`src/rtl/timer_pkg.sv`:
```
// Shared definitions for the memory-mapped interval timer: register map,
// TCON bit positions, reset value and the peripheral-window address decoder.
package timer_pkg;

   localparam logic [31:0] TH_OFF   = 32'd0;
   localparam logic [31:0] TL_OFF   = 32'd4;
   localparam logic [31:0] TCON_OFF = 32'd8;

   localparam int TIM_EN = 0;
   localparam int IRQ_EN = 1;
   localparam int IRQ_ST = 2;
   localparam int OVR    = 3;

   localparam logic [3:0] TCON_RST = 4'h0;

   typedef enum logic [1:0] {
      SEL_NONE,
      SEL_TH,
      SEL_TL,
      SEL_TCON
   } reg_sel_e;

   // Byte-lane bits are masked off so any byte address inside a word hits it.
   function automatic reg_sel_e decode_addr(input logic [31:0] addr,
                                            input logic [31:0] base);
      logic [31:0] off;
      off = (addr & ~32'h3) - base;
      case (off)
         TH_OFF:   return SEL_TH;
         TL_OFF:   return SEL_TL;
         TCON_OFF: return SEL_TCON;
         default:  return SEL_NONE;
      endcase
   endfunction

endpackage

```
`src/rtl/timer_tick_gen.sv`:
```
// Prescaler: asserts tick once every PRESCALE enabled clocks, starting
// PRESCALE clocks after enable rises; held at zero while disabled.
module timer_tick_gen #(
   parameter int PRESCALE = 1
) (
   input  logic clk,
   input  logic reset,
   input  logic enable,
   output logic tick
);

   localparam logic [15:0] LAST = 16'(PRESCALE - 1);

   logic [15:0] r_cnt;
   logic        w_last;

   assign w_last = (r_cnt == LAST);
   // NOTE: tick is decoded from the current count, not registered, so a tick
   // due in the same cycle that software clears tim_en is still applied.
   assign tick   = enable & w_last;

   always_ff @(posedge clk or posedge reset) begin
      if (reset) begin
         r_cnt <= '0;
      end else if (!enable || w_last) begin
         r_cnt <= '0;
      end else begin
         r_cnt <= r_cnt + 16'd1;
      end
   end

endmodule

```
`src/rtl/timer_irq.sv`:
```
// Memory-mapped 32-bit interval timer with reload, sticky overrun and a
// level interrupt that stays asserted until software clears irq_status.
module timer_irq
   import timer_pkg::*;
#(
   parameter logic [31:0] BASE_ADDR = 32'h4000_0000,
   parameter int          PRESCALE  = 1
) (
   input  logic        clk,
   input  logic        reset,
   input  logic        MemRead,
   input  logic        MemWrite,
   input  logic [31:0] Addr,
   input  logic [31:0] WriteData,
   output logic [31:0] ReadData,
   output logic        irqout
);

   logic [31:0] r_th;
   logic [31:0] r_tl;
   logic        r_tim_en;
   logic        r_irq_en;
   logic        r_irq_st;
   logic        r_ovr;

   reg_sel_e    w_sel;
   logic        w_wr_th, w_wr_tl, w_wr_tcon;
   logic        w_tick, w_ovf;
   logic        w_st_set, w_st_clr, w_ovr_set, w_ovr_clr;
   logic [31:0] w_tcon;

   timer_tick_gen #(.PRESCALE(PRESCALE)) u_tick (
      .clk    (clk),
      .reset  (reset),
      .enable (r_tim_en),
      .tick   (w_tick)
   );

   assign w_sel     = decode_addr(Addr, BASE_ADDR);
   assign w_wr_th   = MemWrite & (w_sel == SEL_TH);
   assign w_wr_tl   = MemWrite & (w_sel == SEL_TL);
   assign w_wr_tcon = MemWrite & (w_sel == SEL_TCON);

   assign w_ovf     = w_tick & (r_tl == 32'hFFFF_FFFF);
   assign w_st_set  = w_ovf & r_irq_en;
   assign w_st_clr  = w_wr_tcon & ~WriteData[IRQ_ST];
   // An overflow that races a software clear of irq_status is not an overrun.
   assign w_ovr_set = w_st_set & r_irq_st & ~w_st_clr;
   assign w_ovr_clr = w_wr_tcon & ~WriteData[OVR];

   always_ff @(posedge clk or posedge reset) begin
      if (reset) begin
         r_th <= '0;
         r_tl <= '0;
         {r_ovr, r_irq_st, r_irq_en, r_tim_en} <= TCON_RST;
      end else begin
         if (w_wr_th) r_th <= WriteData;

         if (w_wr_tl)     r_tl <= WriteData;
         else if (w_tick) r_tl <= w_ovf ? r_th : r_tl + 32'd1;

         if (w_wr_tcon) begin
            r_tim_en <= WriteData[TIM_EN];
            r_irq_en <= WriteData[IRQ_EN];
         end

         if (w_st_set)      r_irq_st <= 1'b1;
         else if (w_st_clr) r_irq_st <= 1'b0;

         if (w_ovr_set)      r_ovr <= 1'b1;
         else if (w_ovr_clr) r_ovr <= 1'b0;
      end
   end

   assign w_tcon = {28'd0, r_ovr, r_irq_st, r_irq_en, r_tim_en};
   assign irqout = r_irq_en & r_irq_st;

   always_comb begin
      ReadData = '0;
      if (MemRead) begin
         case (w_sel)
            SEL_TH:   ReadData = r_th;
            SEL_TL:   ReadData = r_tl;
            SEL_TCON: ReadData = w_tcon;
            default:  ReadData = '0;
         endcase
      end
   end

endmodule

```
`config.mk`:
```
export PLATFORM = sky130hd
export DESIGN_NAME = timer_irq
export DESIGN_NICKNAME = d
export VERILOG_FILES = /design/src/rtl/timer_pkg.sv /design/src/rtl/timer_tick_gen.sv /design/src/rtl/timer_irq.sv
export SDC_FILE = /design/constraint.sdc
export NUM_CORES = 1
export LEC_CHECK = 0
export ABC_AREA = 1
export BUFFER_PORTS_ARGS = -buffer_cell sky130_fd_sc_hd__buf_4
export CORE_MARGIN = 3
export CORE_UTILIZATION = 55
export CTS_BUF_LIST = sky130_fd_sc_hd__clkbuf_4 sky130_fd_sc_hd__clkbuf_8 sky130_fd_sc_hd__clkbuf_16
export DETAILED_ROUTE_END_ITERATION = 10
export GPL_TIMING_DRIVEN = 0
export PLACE_DENSITY_LB_ADDON = 0.25
export SYNTH_ARGS = -nofsm -noshare
export SYNTH_HDL_FRONTEND = slang
export SYNTH_HIERARCHICAL = 1
export SYNTH_SLANG_ARGS = --single-unit
```
`constraint.sdc`:
```
create_clock -name clk -period 3.4 [get_ports clk]
set_clock_uncertainty 0.2 [all_clocks]
set_input_delay 0.51 -clock clk [delete_from_list [all_inputs] [get_ports clk]]
set_output_delay 0.51 -clock clk [all_outputs]
set_load 0.01 [all_outputs]
```
## After elaboration in Yosys (flattened, before gate mapping)

Index checks and enable logic that the tools add are counted.

- Register bits after elaboration: 84
- Output and inout bits: 33
- Word-level logic and storage cells: 48

- Reductions and logical operators: 7
- $add $sub $neg: 3
- Equality and inequality tests: 6
- Multiplexer cells: 11
- Bitwise operators: 14

Operators by type and width:

| kind | number |
|---|---|
| 32-bit 2-to-1 mux | 4 |
| 32-bit case mux with 3 select lines | 1 |
| 32-bit by 1-bit adder with 32-bit output (second input constant) | 1 |
| 32-bit by 3-bit equality test with 1-bit output (second input constant) | 1 |
| 32-bit equality test (second input constant) | 1 |
| 32-bit by 4-bit equality test with 1-bit output (second input constant) | 1 |
| 32-bit logical NOT | 1 |
| 32-bit by 31-bit subtractor with 32-bit output (second input constant) | 1 |
| 16-bit by 1-bit adder with 16-bit output (second input constant) | 1 |
| 16-bit logical NOT | 1 |
| 16-bit 2-to-1 mux | 1 |
| 1-bit AND | 11 |
| 2-bit case mux with 3 select lines | 1 |
| 2-bit nonzero test | 3 |
| 2-bit equality test (second input constant) | 2 |
| 1-bit 2-to-1 mux | 4 |
| 1-bit NOT | 3 |
| 2-bit by 1-bit equality test with 1-bit output (second input constant) | 1 |
| 1-bit logical NOT | 1 |
| 1-bit logical OR | 1 |

## Longest topological paths before layout

- Word-level depth: 9
- Gate-level depth with buffers: 15
- Mapped depth without buffers: 14

## Cells and area by module

Netlist, hierarchy kept.

By module, submodules not included:

| module | instances | area each (µm²) | cells an instance |
|---|---|---|---|
| timer_irq | 1 | 5540.3 | 872 |
| timer_tick_gen | 1 | 928.4 | 128 |

## Least setup slack after synthesis

OpenSTA, ideal clock, no wires.

- Path type: input -> output
- Start point: in Addr[13]
- End point: out ReadData[30]
- Setup slack: 0.945 ns
- Cell stages on the path: 8
- Arrival: 1.745 ns
- Path buffers: 1
- Required time: 2.690 ns
- Cell sequence: nor2_1 -> nand2_1 -> nor2_4 -> nand3_4 -> nor3_4 -> buf_6 -> nand2_1 -> a21oi_1

- Cells in the longest elaborated chain, start to end: 6

RTL lines:

| element | RTL line | RTL |
|---|---|---|
| from (decl) | timer_irq.sv:13 | `input logic [31:0] Addr,` |
| 32-bit by 31-bit subtractor with 32-bit output * | timer_pkg.sv:27 | `off = (addr & ~32'h3) - base;` |
| 32-bit by 4-bit equality test with 1-bit output (tied with other cells) | timer_pkg.sv:28 | `case (off)` |
| 2-bit case mux with 3 select lines * | timer_pkg.sv:28 |  |
| 2-bit equality test or 2-bit by 1-bit equality test with 1-bit output (tied branches) | timer_irq.sv:81 | `case (w_sel)` |
| 32-bit case mux with 3 select lines * | timer_irq.sv:81 |  |
| 32-bit 2-to-1 mux * | timer_irq.sv:80 | `if (MemRead) begin` |
| to (decl) | timer_irq.sv:15 | `output logic [31:0] ReadData,` |

Mark *: on every way between the ends. The rest lies on a longest branch, timed or not.

## Final worst setup path

- Start point: in Addr[13]
- End point: out ReadData[21]

The elaborated chain is that of the path after synthesis.

==> flow_metrics.env <==
export IMPL_grt_overflow=0
export IMPL_synth_area_per_cell_um2=6.47
export IMPL_final_util_pct=68.8
export IMPL_worst_ep_arrival_time_ns=2.38
export IMPL_die_height_um=114
export IMPL_synth_top_area_share_pct=32.5
export IMPL_dr_first_iter_drc_count=754
export IMPL_clk_latency_ns=0.35
export IMPL_synth_top_cell_by_area="dfrtp_1"
export IMPL_synth_net_count=1071
export IMPL_routedWlPerCell_um=15.4
export IMPL_drcViolationCount=0
export IMPL_dpl_cell_count=1238
export IMPL_power_w=0.00215
export IMPL_cap_violations=0
export IMPL_clock_path_buffers=2
export IMPL_netSwitchingPower_w=0.000498
export IMPL_ys_seq_area_share_pct=32.5
export IMPL_die_w_um=114
export IMPL_required_ns=2.69
export IMPL_end_kind="primary output"
export IMPL_post_cts_buffers=0
export IMPL_ctsResizeCount=0
export IMPL_grt_antenna_before_repair=0
export IMPL_yosys_cell_count_top_type="nand2_1"
export IMPL_ios=101
export IMPL_grt_pass1_wl_um=31000
export IMPL_root_buffer="clkbuf_16"
export IMPL_grtUsageTotal_pct=30.2
export IMPL_crit_buf_inv=3
export IMPL_maxSlewHeadroom_pct=40.6
export IMPL_drive_gt1_share_pct=20.1
export IMPL_diodes=0
export IMPL_vias=6822
export IMPL_postSynth_asyncResetShare_pct=100
export IMPL_grt_max_degree=69
export IMPL_finalSetupViolCount=0
export IMPL_rsz0062_at_grt="no"
export IMPL_p_clk_share_pct=47.6
export IMPL_place_congestion=0.999
export IMPL_fin_crit_ns=3.09
export IMPL_hpwl_um=14400
export IMPL_nets=1180
export IMPL_max_freq_mhz=324
export IMPL_fin_tns_setup_ns=0
export IMPL_status="finished, final reports clean"
export IMPL_htreeDepth=3
export IMPL_tightest_slew_ns=0.890
export IMPL_hold_class="in -> async"
export IMPL_cts_tree="yes"
export IMPL_p_comb_share_pct=6.0
export IMPL_synth_seq_cells=84
export IMPL_seqPwrFrac_pct=46.4
export IMPL_p_sw_share_pct=23.1
export IMPL_fin_cells=1254
export IMPL_power_leakage_nw=3.77
export IMPL_dr_pass1_iters=5
export IMPL_multi_input_area_mm2=0.00367
export IMPL_intPower_w=0.00166
export IMPL_slowest_delay_ns=0.49
export IMPL_portBuffers=98
export IMPL_synth_flop_cell="dfrtp_1"
export IMPL_areaGrowthSynthToFinish_pct=18.9
export IMPL_synth_area_mm2=0.00647
export IMPL_critical_path_class="in -> out"
export IMPL_hold_viol_final=0
export IMPL_p_per_area_mw_per_mm2=280
export IMPL_worstPathCellList="buf_4 > nor2_1 > nand2_1 > nor2_4 > nand3_4 > nor3_4 > buf_6 > nand2_1 > a21oi_1 > buf_4"
export IMPL_wl_um=19300
export IMPL_start_util_pct=57.9
export IMPL_yosysWarnings=6
export IMPL_synthTopCellsByCount="321 x nand2_1, 160 x nor2_1, 113 x inv_1"
export IMPL_fillers=1040
export IMPL_pre_cts_slack_ns=0.357
export IMPL_cts_hold_buf=0
export IMPL_viasPerCell=5.44
export IMPL_critPathTopFamily="simple AND/OR/NAND/NOR gates"
export IMPL_vdd_ir_drop_worst_mv=0.347
export IMPL_setup_slack_ns=0.314
export IMPL_regArea_mm2=0.00210
export IMPL_startpoint_type="primary input"
export IMPL_cts_sinks=84
export IMPL_postRouteAntennaNets=0
export IMPL_cp_max_fo=10
export IMPL_regToRegSetupSlack_ns=0.64
export IMPL_slew_viol_final=0
export IMPL_ys_types=38
export IMPL_synth_edff_count=0
export IMPL_rows=38
export IMPL_clk_pin_slew_ns=0.07
export IMPL_critPathSlowestCell="nor3_4"
export IMPL_dieArea_mm2=0.0131
export IMPL_coreArea_mm2=0.0112
export IMPL_synth_cells=1000
export IMPL_cts_buffers=9
export IMPL_grt_pass1_vias=6222
export IMPL_post_route_period_util_pct=90.8
export IMPL_yosys_top_cells_area="dfrtp_1 32%, nand2_1 19%, nor2_1 9.3%, nand3_1 6.8%, inv_1 6.6%"
-- final cells by class --
type,count,area share [%]
repair buffers,98,9.57
clock inverters,5,0.797
clock buffers,11,3.21
well taps,140,2.28
inverters,116,5.69
plain buffers,37,3.35
multi-input cells,763,47.8
flip-flops and latches,84,27.3
-- metal layers --
layer / vias up / global-route usage, % / part of all wire [%]
li1: 3358 / - / -
met1: 3161 / 40.9 / 43
met2: 275 / 50.1 / 48
met3: 28 / 5.02 / 7.8
met4: 0 / 8.55 / 2.0
met5: - / 0 / 0
-- logic make-up (layout without fill, tap and decap cells) --
kind of cell	after synthesis	in the layout	synth area share, %
buf+inv	153	267	10.7
simple gates	672	672	46.3
flops	84	84	32.5
fa+ha+maj	3	3	0.580
xor+xnor	19	19	2.57
compound gates	69	69	7.29
-- metrics by stage --
stage	cell area (um^2)	hold WS (ns)
floorplan	6470	0.224
global placement	7380	0.280
detailed placement	7380	0.286
CTS	7690	0.0665
global route	7690	0.107
finish	7690	0.0476
-- path summary, 6_finish.rpt --
check,start,end,cells past startpoint
max,Addr[13],ReadData[21],10
min,reset,u_tick/r_cnt[10]$_DFF_PP0_,2
max reg2reg,u_tick/r_cnt[0]$_DFF_PP0_,r_tl[16]$_DFFE_PP0P_,13
min reg2reg,u_tick/r_cnt[0]$_DFF_PP0_,u_tick/r_cnt[0]$_DFF_PP0_,1
max in group asynchronous,reset,r_tl[0]$_DFFE_PP0P_,2
min in group clk,WriteData[24],r_tl[24]$_DFFE_PP0P_,3
-- sequential cells by signal, summed over array words and instances, names as in the netlist --
name          count
r_th             32
r_tl             32
u_tick/r_cnt     16
r_irq_en          1
r_irq_st          1
r_ovr             1
r_tim_en          1
-- cell usage in the layout (no fill, tap or decap), types with 3 or more instances in the layout --
| cell type | instances |
|---|---|
| clkbuf_16 | 9 |
| clkbuf_1 | 9 |
| nor2_2 | 14 |
| nand2_2 | 23 |
| o21bai_1 | 3 |
| buf_6 | 11 |
| a21oi_1 | 22 |
| o21ai_1 | 7 |
| xnor2_1 | 3 |
| nand2_1 | 321 |
| dfrtp_1 | 84 |
| xor2_1 | 16 |
| buf_2 | 8 |
| ha_1 | 3 |
| a21oi_2 | 12 |
| nor3_1 | 5 |
| o21ai_0 | 4 |
| buf_4 | 105 |
| nand3_1 | 88 |
| nand4_1 | 40 |
| clkinvlp_4 | 3 |
| nor2_1 | 160 |
| nand3_4 | 3 |
| inv_1 | 112 |
| nand3b_1 | 5 |
| o21ai_2 | 19 |
-- power groups by stage --
stage	registers [W]	clock network, W	logic [W]
final	0.000999	0.00102	0.000129
after floorplan	0.00102	0	0.0000487
after detailed placement	0.00102	0	0.000130
after CTS	0.000999	0.00103	0.000131
after global routing	0.000999	0.00107	0.000144
after global placement	0.00102	0	0.000128
No activity file was read; power rests on OpenSTA's default activity.
